[src/rtl/pipeline_hazard_ctrl_pkg.sv]
// Shared pipeline control types: sequencer state encoding, register-zero
// constant and the bundle of per-stage stall/flush controls.
package pipeline_hazard_ctrl_pkg;

  typedef enum logic [1:0] {
    ST_RUN      = 2'd0,
    ST_MEM_WAIT = 2'd1,
    ST_HALT     = 2'd2
  } state_e;

  localparam logic [4:0] REG_ZERO = 5'd0;

  typedef struct packed {
    logic pc_write;
    logic if_id_stall;
    logic if_id_flush;
    logic id_ex_stall;
    logic id_ex_flush;
    logic ex_mem_stall;
    logic ex_mem_flush;
    logic mem_wb_stall;
    logic mem_wb_flush;
  } ctrl_t;

  localparam ctrl_t CTRL_NORMAL = '{pc_write: 1'b1, default: 1'b0};

  // Everything up to EX_MEM holds while MEM_WB takes a bubble.
  localparam ctrl_t CTRL_FREEZE = '{pc_write: 1'b0, if_id_stall: 1'b1, if_id_flush: 1'b0,
                                    id_ex_stall: 1'b1, id_ex_flush: 1'b0,
                                    ex_mem_stall: 1'b1, ex_mem_flush: 1'b0,
                                    mem_wb_stall: 1'b0, mem_wb_flush: 1'b1};

  localparam ctrl_t CTRL_RESET = '{pc_write: 1'b0, if_id_stall: 1'b0, if_id_flush: 1'b1,
                                   id_ex_stall: 1'b0, id_ex_flush: 1'b1,
                                   ex_mem_stall: 1'b0, ex_mem_flush: 1'b1,
                                   mem_wb_stall: 1'b0, mem_wb_flush: 1'b1};

  function automatic ctrl_t ctrl_run(input logic branch_taken, input logic load_use);
    ctrl_t c;
    c = CTRL_NORMAL;
    if (branch_taken) begin
      c.if_id_flush = 1'b1;
      c.id_ex_flush = 1'b1;
    end else if (load_use) begin
      c.pc_write    = 1'b0;
      c.if_id_stall = 1'b1;
      c.id_ex_flush = 1'b1;
    end else begin
      c = CTRL_NORMAL;
    end
    return c;
  endfunction

endpackage

[src/rtl/pipeline_hazard_ctrl_hazard_detect.sv]
// Load-use comparator: a load in EX whose destination feeds the instruction in ID.
module hazard_detect
  import pipeline_hazard_ctrl_pkg::*;
(
  input  logic       id_ex_memread_i,
  input  logic [4:0] id_ex_rt_i,
  input  logic [4:0] if_id_rs_i,
  input  logic [4:0] if_id_rt_i,
  output logic       load_use_o
);

  // $0 is hardwired, so a load targeting it never creates a dependency.
  assign load_use_o = id_ex_memread_i && (id_ex_rt_i != REG_ZERO) &&
                      ((id_ex_rt_i == if_id_rs_i) || (id_ex_rt_i == if_id_rt_i));

endmodule

[src/rtl/pipeline_hazard_ctrl.sv]
// Central stall/flush sequencer for the 5-stage pipeline: load-use bubbles,
// branch squash, data-memory wait with timeout, and debug halt/resume.
module pipeline_hazard_ctrl
  import pipeline_hazard_ctrl_pkg::*;
#(
  parameter int MEM_TIMEOUT = 16,
  parameter int CNT_W       = 16
) (
  input  logic             clk,
  input  logic             reset,
  input  logic             id_ex_memread,
  input  logic [4:0]       id_ex_rt,
  input  logic [4:0]       if_id_rs,
  input  logic [4:0]       if_id_rt,
  input  logic             branch_taken,
  input  logic             dmem_req,
  input  logic             dmem_ready,
  input  logic             halt_req,
  input  logic             resume,
  output logic             pc_write,
  output logic             if_id_stall,
  output logic             if_id_flush,
  output logic             id_ex_stall,
  output logic             id_ex_flush,
  output logic             ex_mem_stall,
  output logic             ex_mem_flush,
  output logic             mem_wb_stall,
  output logic             mem_wb_flush,
  output logic             halted,
  output logic             mem_timeout,
  output logic [CNT_W-1:0] stall_count
);

  localparam int                WAIT_W      = $clog2(MEM_TIMEOUT + 1);
  localparam logic [WAIT_W-1:0] WAIT_LIMIT  = WAIT_W'(MEM_TIMEOUT);
  localparam logic [CNT_W-1:0]  CNT_MAX     = {CNT_W{1'b1}};

  state_e             state_q, state_d;
  logic [WAIT_W-1:0]  wait_cnt_q, wait_cnt_d;
  logic               mem_timeout_q, mem_timeout_d;
  logic               halt_pending_q, halt_pending_d;
  logic [CNT_W-1:0]   stall_count_q, stall_count_d;
  ctrl_t              ctrl_s;
  logic               halted_s;
  logic               load_use_s;
  logic               mem_busy_s;
  logic               count_en_s;

  hazard_detect u_hazard_detect (
    .id_ex_memread_i (id_ex_memread),
    .id_ex_rt_i      (id_ex_rt),
    .if_id_rs_i      (if_id_rs),
    .if_id_rt_i      (if_id_rt),
    .load_use_o      (load_use_s)
  );

  assign mem_busy_s = dmem_req && !dmem_ready;

  // Sequencer state, wait counter, sticky timeout and stall counter registers.
  always_ff @(posedge clk) begin
    if (reset) begin
      state_q        <= ST_RUN;
      wait_cnt_q     <= {WAIT_W{1'b0}};
      mem_timeout_q  <= 1'b0;
      halt_pending_q <= 1'b0;
      stall_count_q  <= {CNT_W{1'b0}};
    end else begin
      state_q        <= state_d;
      wait_cnt_q     <= wait_cnt_d;
      mem_timeout_q  <= mem_timeout_d;
      halt_pending_q <= halt_pending_d;
      stall_count_q  <= stall_count_d;
    end
  end

  // Next-state and control decode; outputs act in the same cycle as their cause.
  always_comb begin
    state_d        = state_q;
    wait_cnt_d     = wait_cnt_q;
    mem_timeout_d  = mem_timeout_q;
    halt_pending_d = halt_pending_q;
    ctrl_s         = ctrl_run(branch_taken, load_use_s);
    halted_s       = 1'b0;
    if (reset) begin
      ctrl_s = CTRL_RESET;
    end else begin
      case (state_q)
        ST_RUN: begin
          if (mem_busy_s) begin
            ctrl_s     = CTRL_FREEZE;
            state_d    = ST_MEM_WAIT;
            wait_cnt_d = WAIT_W'(1);
          end else if (halt_req) begin
            state_d = ST_HALT;
          end else begin
            state_d = ST_RUN;
          end
        end
        ST_MEM_WAIT: begin
          if (halt_req) begin
            halt_pending_d = 1'b1;
          end else begin
            halt_pending_d = halt_pending_q;
          end
          // A ready in the timeout cycle still completes the access normally.
          if (dmem_ready) begin
            wait_cnt_d = {WAIT_W{1'b0}};
            state_d    = (halt_pending_q || halt_req) ? ST_HALT : ST_RUN;
          end else begin
            ctrl_s = CTRL_FREEZE;
            if (wait_cnt_q == WAIT_LIMIT) begin
              state_d       = ST_HALT;
              mem_timeout_d = 1'b1;
              wait_cnt_d    = {WAIT_W{1'b0}};
            end else begin
              wait_cnt_d = wait_cnt_q + WAIT_W'(1);
            end
          end
        end
        ST_HALT: begin
          ctrl_s   = CTRL_FREEZE;
          halted_s = 1'b1;
          if (resume && !mem_timeout_q && !halt_req) begin
            state_d        = ST_RUN;
            halt_pending_d = 1'b0;
          end else begin
            state_d = ST_HALT;
          end
        end
        default: begin
          ctrl_s     = CTRL_FREEZE;
          state_d    = ST_RUN;
          wait_cnt_d = {WAIT_W{1'b0}};
        end
      endcase
    end
  end

  // Saturating count of frozen-PC cycles, excluding debug halt time.
  always_comb begin
    count_en_s = !reset && !ctrl_s.pc_write &&
                 ((state_q == ST_RUN) || (state_q == ST_MEM_WAIT));
    if (count_en_s && (stall_count_q != CNT_MAX)) begin
      stall_count_d = stall_count_q + CNT_W'(1);
    end else begin
      stall_count_d = stall_count_q;
    end
  end

  assign pc_write     = ctrl_s.pc_write;
  assign if_id_stall  = ctrl_s.if_id_stall;
  assign if_id_flush  = ctrl_s.if_id_flush;
  assign id_ex_stall  = ctrl_s.id_ex_stall;
  assign id_ex_flush  = ctrl_s.id_ex_flush;
  assign ex_mem_stall = ctrl_s.ex_mem_stall;
  assign ex_mem_flush = ctrl_s.ex_mem_flush;
  assign mem_wb_stall = ctrl_s.mem_wb_stall;
  assign mem_wb_flush = ctrl_s.mem_wb_flush;
  assign halted       = halted_s;
  assign mem_timeout  = mem_timeout_q;
  assign stall_count  = stall_count_q;

endmodule

[config.mk]
export PLATFORM = sky130hd
export DESIGN_NAME = pipeline_hazard_ctrl
export DESIGN_NICKNAME = d
export VERILOG_FILES = /design/src/rtl/pipeline_hazard_ctrl_pkg.sv /design/src/rtl/pipeline_hazard_ctrl_hazard_detect.sv /design/src/rtl/pipeline_hazard_ctrl.sv
export SDC_FILE = /design/constraint.sdc
export NUM_CORES = 1
export LEC_CHECK = 0
export ABC_AREA = 1
export BUFFER_PORTS_ARGS = -buffer_cell sky130_fd_sc_hd__buf_2
export CORE_MARGIN = 4
export CORE_UTILIZATION = 47
export CTS_CLUSTER_DIAMETER = 30
export DETAILED_ROUTE_END_ITERATION = 8
export GPL_TIMING_DRIVEN = 0
export PLACE_DENSITY = 0.82
export SYNTH_ARGS = -nofsm -noshare
export SYNTH_HDL_FRONTEND = slang
export SYNTH_SLANG_ARGS = --single-unit
[constraint.sdc]
create_clock -name clk -period 1.4 [get_ports clk]
set_input_delay 0.07 -clock clk [delete_from_list [all_inputs] [get_ports clk]]
set_output_delay 0.07 -clock clk [all_outputs]
set_load 0.005 [all_outputs]
==> summary.txt, run 1 <==
final std cells w/o fill -> 390
LEAKAGE -> 0.00117 µW
ys flop type -> dfxtp_1
initial antenna violation count -> 0
crit path cell chain -> ha_4, nand2_4, nor3_4, nand4_1, nand2_1, inv_2, nand3_4, buf_12, buf_12, nand2_2, a21oi_2
final instance area -> 0.00245 mm²
die area -> 0.00489 mm²
Synth top cells by count -> nand2_1, inv_1, nor2_1
clk buf depth -> 2
Critical Path AT -> 1.77 ns
Seq cells post-synth -> 25
count leader, synth -> nand2_1
Final #Nets -> 369
clk_skew -> 0.00882 ns
Final Slew Violations -> 0
share of the synthesized area in the top cell type -> 27.8%
outcome -> finished with violations
synthesized area -> 0.00180 mm²
Ports -> 50
crit end category -> flip-flop
HP Class -> in -> reg
total core area -> 0.00369 mm²
dominant cell type by area after synthesis -> dfxtp_1
worst slew pin tran -> 0.615 ns
Setup Viol. Count Final -> 19
violated checks -> negative setup slack
Worst slew margin -> 59.0%
port bufs -> 47
Pre-antenna DRT Iters -> 4
syn nets -> 299
vias in the first global route -> 1,923
sequential share of the synthesized area -> 27.8%
Total Routing Usage GR -> 20.7%
async set-reset flop share out of synthesis -> 0%
placed cells -> 368
setup_tns -> -2.09 ns
Post-synth EDFFs -> 0
die height -> 69.9 µm
Antenna Nets Post-Route -> 0
Initial Util -> 48.8%
Final Core Density -> 66.4%
Storage cell area -> 523 µm²
Final GP Congestion -> 0.895
Avg Vias per Cell -> 5.18
DP Wirelength -> 3.33 mm
filler cell count -> 313
chip width -> 69.9 µm
drt wl/cell -> 13.0 µm
Syn-to-layout area delta -> 36.0%
Final Critical Period -> 1.57 ns
Reg clk slew, reported paths -> 0.09 ns
VDD IR max -> 0.539 mV
final worst slack -> -0.172 ns
Synth area leaders -> dfxtp_1, nand2_1, inv_1, nand4_1, nor2_1
# diodes -> 0
Crit Path Max Fanout -> 5
Worst path most repeated cell -> buf_12
largest net degree at the start of global routing -> 14
multi-input combinational cell area -> 0.00116 mm²
# DRC -> 0
total CTS buffers -> 3
nature of the critical path startpoint -> flip-flop
Clock Latency Late Sink -> 0.27 ns
Synth Instances -> 273
clk sinks -> 25
TritonCTS clock tree -> built
critical path type -> reg -> reg
H-tree levels -> 1
Post-Syn Area per Cell -> 6.60 µm²
CP max stage delay -> 0.37 ns
placed cell areas -> 0.00213 mm²
# rows -> 22
DR iter-0 viols -> 99
Crit path required time -> 1.60 ns
# Max-Cap Violations -> 0
library cells used by synthesis -> 28
Congestion Overflow GR -> 0
RSZ-0062 raised after global routing -> yes
Final Hold Viols -> 0
Max Freq -> 636 MHz
Vias -> 2,020
crit path max-delay cell type -> dfxtp_4
Ys Warns -> 0
power density cells -> 676 mW/mm²
layout cells sized above 1 -> 38.9%
Tcrit/Tclk final -> 112%
Routed Wire Length -> 5.06 mm
Power Total -> 1650 µW
first-pass GRT wire length -> 8.38 mm
Root Driver -> clkbuf_8
[state kept, by name (all words and copies together), names as in the netlist]
name and flops:
stall_count 16, wait_cnt_q 5, state_q 2, halt_pending_q 1
mem_timeout 1
[placed cells by master (no fill, tap or decap), drive strengths merged, types with 8 or more instances in the layout]
| cell type | n |
|---|---|
| nand2 | 76 |
| buf | 73 |
| inv | 44 |
| nor2 | 30 |
| dfxtp | 25 |
| nand4 | 20 |
| a21oi | 20 |
| nand3 | 13 |
| xor2 | 10 |
| o21ai | 8 |
[layout make-up]
type                            count  share of cell area (%)
Buffer                              9                    3.12
Clock buffer                        4                    1.84
Inverter                           44                    6.74
Multi-Input combinational cell    194                    47.5
Sequential cell                    25                    21.4
Tap cell                           48                    2.45
Timing Repair Buffer               66                    17.0
[cells by family (layout without fill, tap and decap cells)]
group	count (synthesis)	after routing	synth area share (%)
xor+xnor	16	16	7.78
compound gates	29	29	11.4
flops	25	25	27.8
other cells	1	1	0.208
buf+inv	54	123	13.1
fa+ha+maj	3	3	2.09
simple gates	145	145	37.6
[power breakdown]
group          switching (µW)  leakage, µW  internal [µW]
Sequential               14.7     0.000209            724
Clock                     234    0.0000228            204
Combinational             268     0.000940            211
Total                     516      0.00117           1140
[per-stage QoR]
stage	worst slack, ns	hold slack (ns)
after global routing	-0.274	0.152
after global placement	-0.247	0.309
after floorplan	-0.0951	0.221
final	-0.172	0.116
after CTS	-0.148	0.0957
after detailed placement	-0.277	0.312
[critical path: cells and delay by family, from the launching register on]
family          cells  cell delay [ns]
fa+ha+maj           1             0.14
simple gates        6             0.58
compound gates      1             0.11
buf+inv             3             0.29
flops               1             0.37
[timing repair]
item	CTS	global route
pin swaps	6	7
gates resized for setup	18	23
hold buffers	0	0
gates cloned	1	0
setup buffers	18	1
endpoints found under the setup margin	21	27
[routing by layer]
layer / part of all wire (%) / vias to the layer above / global-route usage [%]
li1: - / 999 / -
met1: 40 / 947 / 24.1
met2: 53 / 63 / 38.0
met3: 5.2 / 11 / 3.88
met4: 1.9 / 0 / 6.38
met5: 0 / - / 0
[worst paths after layout]
path	startpoint	end	slack [ns]	depth (start not counted)
min	halt_req	halt_pending_q	0.12	3
max	stall_count[1]	stall_count[14]	-0.17	11
min reg2reg	stall_count[8]	stall_count[8]	0.49	2
max reg2reg	stall_count[1]	stall_count[14]	-0.17	11
(Power assumes the default switching activity.)
==> run 2: changes to the inputs <==
--- a/config.mk
+++ b/config.mk
@@ -8,11 +8,10 @@
 export ABC_AREA = 1
 export BUFFER_PORTS_ARGS = -buffer_cell sky130_fd_sc_hd__buf_2
 export CORE_MARGIN = 4
-export CORE_UTILIZATION = 47
+export CORE_UTILIZATION = 52
 export CTS_CLUSTER_DIAMETER = 30
 export DETAILED_ROUTE_END_ITERATION = 8
-export GPL_TIMING_DRIVEN = 0
-export PLACE_DENSITY = 0.82
+export PLACE_DENSITY = 0.86
 export SYNTH_ARGS = -nofsm -noshare
 export SYNTH_HDL_FRONTEND = slang
 export SYNTH_SLANG_ARGS = --single-unit
==> constraint.sdc (replaced) <==
create_clock -name clk -period 1.65 [get_ports clk]
set_input_delay 0.0825 -clock clk [delete_from_list [all_inputs] [get_ports clk]]
set_output_delay 0.0825 -clock clk [all_outputs]
set_load 0.005 [all_outputs]
==> summary.txt, run 2 (synthesis gave the netlist of run 1 again) <==
DP Wirelength -> 3.44 mm (+3.2%)
Clock Latency Late Sink -> 0.32 ns (+0.05 ns)
clk buf depth -> 2 (unchanged)
Final Slew Violations -> 0 (unchanged)
total CTS buffers -> 3 (unchanged)
critical path type -> reg -> out
Routed Wire Length -> 4.75 mm (-6.1%)
TritonCTS clock tree -> built
Max Freq -> 628 MHz
layout cells sized above 1 -> 33.3% (-5.6 points)
setup_tns -> 0 ns (+2.09 ns)
power density cells -> 552 mW/mm² (-18%)
Avg Vias per Cell -> 5.22 (+0.73%)
DR iter-0 viols -> 128 (+29%)
Critical Path AT -> 1.51 ns (-0.26 ns)
Switching Share -> 32.5% (+1.3 points)
Reg clk slew, reported paths -> 0.13 ns (+0.04 ns)
H-tree levels -> 1 (unchanged)
final std cells w/o fill -> 382 (-2.1%)
Power Total -> 1270 µW (-23%)
commonest non-fill, non-tap cell in the layout -> nand2_1
VDD IR max -> 0.544 mV (+0.94%)
Root Driver -> clkbuf_4
Logic pwr share -> 28.9% (about the same)
HP Class -> in -> reg
clk sinks -> 25 (unchanged)
internal power -> 857 µW (-25%)
LEAKAGE -> 0.00111 µW (-4.9%)
chip width -> 66.8 µm (-4.4%)
CP max stage delay -> 0.41 ns (+0.04 ns)
crit path cell chain -> nor2_4, nand2_4, o21ai_4, a21oi_4, buf_6, o21ai_2, buf_2
clock network power share -> 21.4% (-5.0 points)
# diodes -> 0 (unchanged)
Antenna Nets Post-Route -> 0 (unchanged)
final worst slack -> 0.0583 ns (+0.230 ns)
switching power -> 413 µW (-20%)
WP buf/inv -> 2 (-1)
Tcrit/Tclk final -> 96.5%
crit end category -> output port
Syn-to-layout area delta -> 27.7%
total core area -> 0.00334 mm² (-9.5%)
clk_skew -> 0.00226 ns (-0.00656 ns)
drt wl/cell -> 12.4 µm (-4.2%)
Final GP Congestion -> 0.917 (+2.5%)
Initial Util -> 54.0% (+5.1 points)
initial antenna violation count -> 0 (unchanged)
outcome -> finished, final reports clean
Vias -> 1,993 (-1.3%)
Pre-antenna DRT Iters -> 5 (+1)
nature of the critical path startpoint -> flip-flop
filler cell count -> 289 (-7.7%)
vias in the first global route -> 1,646 (-14%)
Crit Path Max Fanout -> 5 (unchanged)
Total Routing Usage GR -> 20.6% (-0.12 points)
most frequent cells in the layout -> nand2_1, buf_2, inv_1
pre-CTS WS -> 0.0546 ns (+0.332 ns)
largest net degree at the start of global routing -> 18 (+4)
Sequential Power Share -> 49.7% (+5.1 points)
# Max-Cap Violations -> 0 (unchanged)
max reg flops -> 16 (unchanged)
first-pass GRT wire length -> 7.08 mm (-15%)
Setup Viol. Count Final -> 0 (-19)
# rows -> 21 (-4.5%)
Crit path required time -> 1.57 ns (-0.03 ns)
Final #Nets -> 363 (-1.6%)
die area -> 0.00447 mm² (-8.6%)
crit path max-delay cell type -> dfxtp_4
Congestion Overflow GR -> 0 (unchanged)
Final Hold Viols -> 0 (unchanged)
port bufs -> 48 (+2.1%)
Final Critical Period -> 1.59 ns
# DRC -> 0 (unchanged)
placed cells -> 371 (+0.82%)
minimum hold slack -> 0.0401 ns (-0.0757 ns)
Ports -> 50 (unchanged)
die height -> 66.8 µm (-4.4%)
Top delay family on crit path -> flip-flops
run 2: path summary, 6_finish.rpt:
path                                startpoint              to  slack, ns  cells after the start
worst max-delay path                state_q[0]     id_ex_flush       0.06                      7
worst min-delay path                  halt_req  halt_pending_q       0.04                      3
worst max register to register  stall_count[3]  stall_count[9]       0.10                      7
worst min register to register     mem_timeout     mem_timeout       0.48                      2
run 2: cell type report:
cell class                      count  area, µm²  area share [%]
Clock buffer                        3       22.5           0.980
Timing Repair Buffer               68        409            17.8
Clock inverter                      1       5.00           0.218
Sequential cell                    25        512            22.3
Multi-Input combinational cell    195       1120            48.8
Tap cell                           46       57.6            2.50
Inverter                           44        170            7.40
run 2: power groups by stage:
stage | registers [µW] | clock network (µW) | logic [µW]
after floorplan | 638 | 0 | 199
final | 631 | 272 | 367
after CTS | 627 | 281 | 307
after global routing | 633 | 308 | 405
after global placement | 636 | 0 | 293
after detailed placement | 637 | 0 | 300
run 2: worst register-to-register path, stage by stage (launching register included):
cell and delay, ns:
dfxtp_1 0.41, nand2_1 0.15, nor2_1 0.18, nand2_1 0.13, nor2_1 0.13, xor2_1 0.19
nand4_1 0.16, a21oi_2 0.15
run 2: per-layer routing:
layer | vias to the layer above | share of wire (%) | global-route usage [%]
met1 | 913 | 42 | 25.4
met4 | 0 | 2.2 | 6.35
met5 | - | 0 | 0
met2 | 74 | 50 | 35.8
met3 | 15 | 6.0 | 4.05
li1 | 991 | - | -
run 2: repair_timing:
action	CTS	global route
cloned	0	1
pin swaps	1	7
setup endpoints to repair	2	18
gates resized for setup	8	18
setup buffers	0	6
hold buffers	0	0
run 2: stage by stage:
step / cell area [µm²] / utilization (%)
3_5_place_dp: 2130 / 63.9
6_report: 2300 / 68.9
4_1_cts: 2180 / 65.2
5_1_grt: 2300 / 68.9
2_1_floorplan: 1800 / -
3_3_place_gp: 2130 / 63.9
==> run 3: changes to the inputs <==
--- a/config.mk
+++ b/config.mk
@@ -7,10 +7,12 @@
 export LEC_CHECK = 0
 export ABC_AREA = 1
 export BUFFER_PORTS_ARGS = -buffer_cell sky130_fd_sc_hd__buf_2
+export CAP_MARGIN = 20
 export CORE_MARGIN = 4
 export CORE_UTILIZATION = 52
 export CTS_CLUSTER_DIAMETER = 30
 export DETAILED_ROUTE_END_ITERATION = 8
+export HOLD_SLACK_MARGIN = 0.06
 export PLACE_DENSITY = 0.86
 export SYNTH_ARGS = -nofsm -noshare
 export SYNTH_HDL_FRONTEND = slang
==> constraint.sdc (replaced) <==
create_clock -name clk -period 1.5 [get_ports clk]
set_input_delay 0.075 -clock clk [delete_from_list [all_inputs] [get_ports clk]]
set_output_delay 0.075 -clock clk [all_outputs]
set_load 0.005 [all_outputs]
==> summary.txt, run 3 (synthesis gave the netlist of run 1 again) <==
# diodes -> 0 (unchanged)
minimum hold slack -> 0.158 ns (+0.118 ns)
Pre-antenna DRT Iters -> 5 (unchanged)
RSZ-0062 raised after global routing -> yes
VDD IR max -> 0.370 mV (-32%)
Crit path required time -> 1.72 ns (+0.15 ns)
Congestion Overflow GR -> 0 (unchanged)
Final Core Density -> 71.8% (+2.9 points)
largest net degree at the start of global routing -> 21 (+3)
final worst slack -> -0.0593 ns (-0.118 ns)
DR iter-0 viols -> 193 (+51%)
drt wl/cell -> 12.5 µm (+0.89%)
nature of the critical path startpoint -> flip-flop
power density cells -> 586 mW/mm² (+6.1%)
total CTS buffers -> 3 (unchanged)
DP Wirelength -> 3.51 mm (+2.1%)
Final #Nets -> 372 (+2.5%)
Setup Viol. Count Final -> 17 (+17)
Routed Wire Length -> 4.90 mm (+3.3%)
Initial Util -> 54.0% (unchanged)
# rows -> 21 (unchanged)
initial antenna violation count -> 0 (unchanged)
max reg flops -> 16 (unchanged)
Avg Vias per Cell -> 5.27 (+0.93%)
TritonCTS clock tree -> built
outcome -> finished with violations
Final Critical Period -> 1.56 ns
crit end category -> flip-flop
first-pass GRT wire length -> 7.94 mm (+12%)
Root Driver -> clkbuf_4
filler cell count -> 276 (-4.5%)
Final Hold Viols -> 0 (unchanged)
Max Freq -> 641 MHz
vias in the first global route -> 1,910 (+16%)
Clock Latency Late Sink -> 0.31 ns (about the same)
# Max-Cap Violations -> 0 (unchanged)
clk sinks -> 25 (unchanged)
LEAKAGE -> 0.00117 µW (+4.7%)
Final Slew Violations -> 0 (unchanged)
Vias -> 2,059 (+3.3%)
die area -> 0.00447 mm² (unchanged)
die height -> 66.8 µm (unchanged)
port bufs -> 48 (unchanged)
clk buf depth -> 2 (unchanged)
Final GP Congestion -> 0.907 (-1.1%)
layout cells sized above 1 -> 36.2% (+2.9 points)
Syn-to-layout area delta -> 33.0%
chip width -> 66.8 µm (unchanged)
H-tree levels -> 1 (unchanged)
Critical Path AT -> 1.77 ns (+0.26 ns)
# DRC -> 0 (unchanged)
Tcrit/Tclk final -> 104%
Reg clk slew, reported paths -> 0.13 ns (about the same)
commonest non-fill, non-tap cell in the layout -> nand2_1
Ports -> 50 (unchanged)
critical path type -> reg -> reg
clk_skew -> 0.00359 ns (+0.00134 ns)
Power Total -> 1400 µW (+11%)
Crit Path Max Fanout -> 8 (+3)
HP Class -> in -> reg
violated checks -> negative setup slack
most frequent cells in the layout -> nand2_1, buf_2, inv_1
total core area -> 0.00334 mm² (unchanged)
setup_tns -> -0.430 ns (-0.430 ns)
Total Routing Usage GR -> 22.7% (+2.1 points)
Antenna Nets Post-Route -> 0 (unchanged)
run 3: cell types whose count changed in the layout (fill, tap and decap cells not counted), moves of 2 or more:
cell / change
inv_2: +3
dfxtp_2: -2
nand3_2: +2
buf_4: +7
dlygate4sd3_1: +2
nor2_1: -2
inv_1: -2
nor2_2: +4
nor2_4: -2
run 3: metal layers:
layer,global-route usage [%],routed length [µm],up-vias
li1,-,-,1011
met5,0,0,-
met1,26.3,1890,938
met3,3.71,316,18
met4,10.2,152,0
met2,40.5,2550,92
run 3: worst max-delay path: stages (launching register included):
cell and delay, ns:
dfxtp_4 0.38, ha_4 0.14, nand2_4 0.06, nor3_4 0.21, nand4_1 0.15, nand2_2 0.13, inv_4 0.07, buf_6 0.14
nand4_1 0.12, a21oi_2 0.07
run 3: final cells by class:
cell class	count	area (µm²)	area share, %
clock buffer	4	26.3	1.10
timing repair buffer	76	480	20.1
multi-input combinational	196	1150	48.0
inverter	44	168	7.00
sequential	25	513	21.4
tap	46	57.6	2.40
run 3: repair_timing:
item,in CTS,in global routing
setup endpoints to repair,22,23
gates resized for setup,11,17
cloned,1,1
endpoints found under the hold margin,2,0
buffers inserted,3,1
hold buffers,2,0
pin swaps,22,10
run 3: report_power, final:
group	total, µW	internal, µW	leakage, µW	switching (µW)
Sequential	690	676	0.000205	14.3
Combinational	417	172	0.000946	245
Clock	296	104	0.0000150	192
run 3: stage by stage:
| stage | cell area, µm² | setup WS [ns] | instances |
|---|---|---|---|
| floorplan | 1830 | 0.00170 | 273 |
| global placement | 2210 | -0.00714 | 379 |
| detailed placement | 2210 | -0.133 | 379 |
| CTS | 2320 | -0.0630 | 389 |
| global route | 2390 | -0.138 | 391 |
| finish | 2390 | -0.0593 | 391 |
run 3: worst paths after layout:
kind	slack, ns	cells past startpoint	from	end
setup / recovery	-0.06	9	stall_count[0]	stall_count[10]
hold / removal	0.16	5	dmem_req	state_q[0]
setup reg to reg	-0.06	9	stall_count[0]	stall_count[10]
hold reg to reg	0.49	2	mem_timeout	mem_timeout
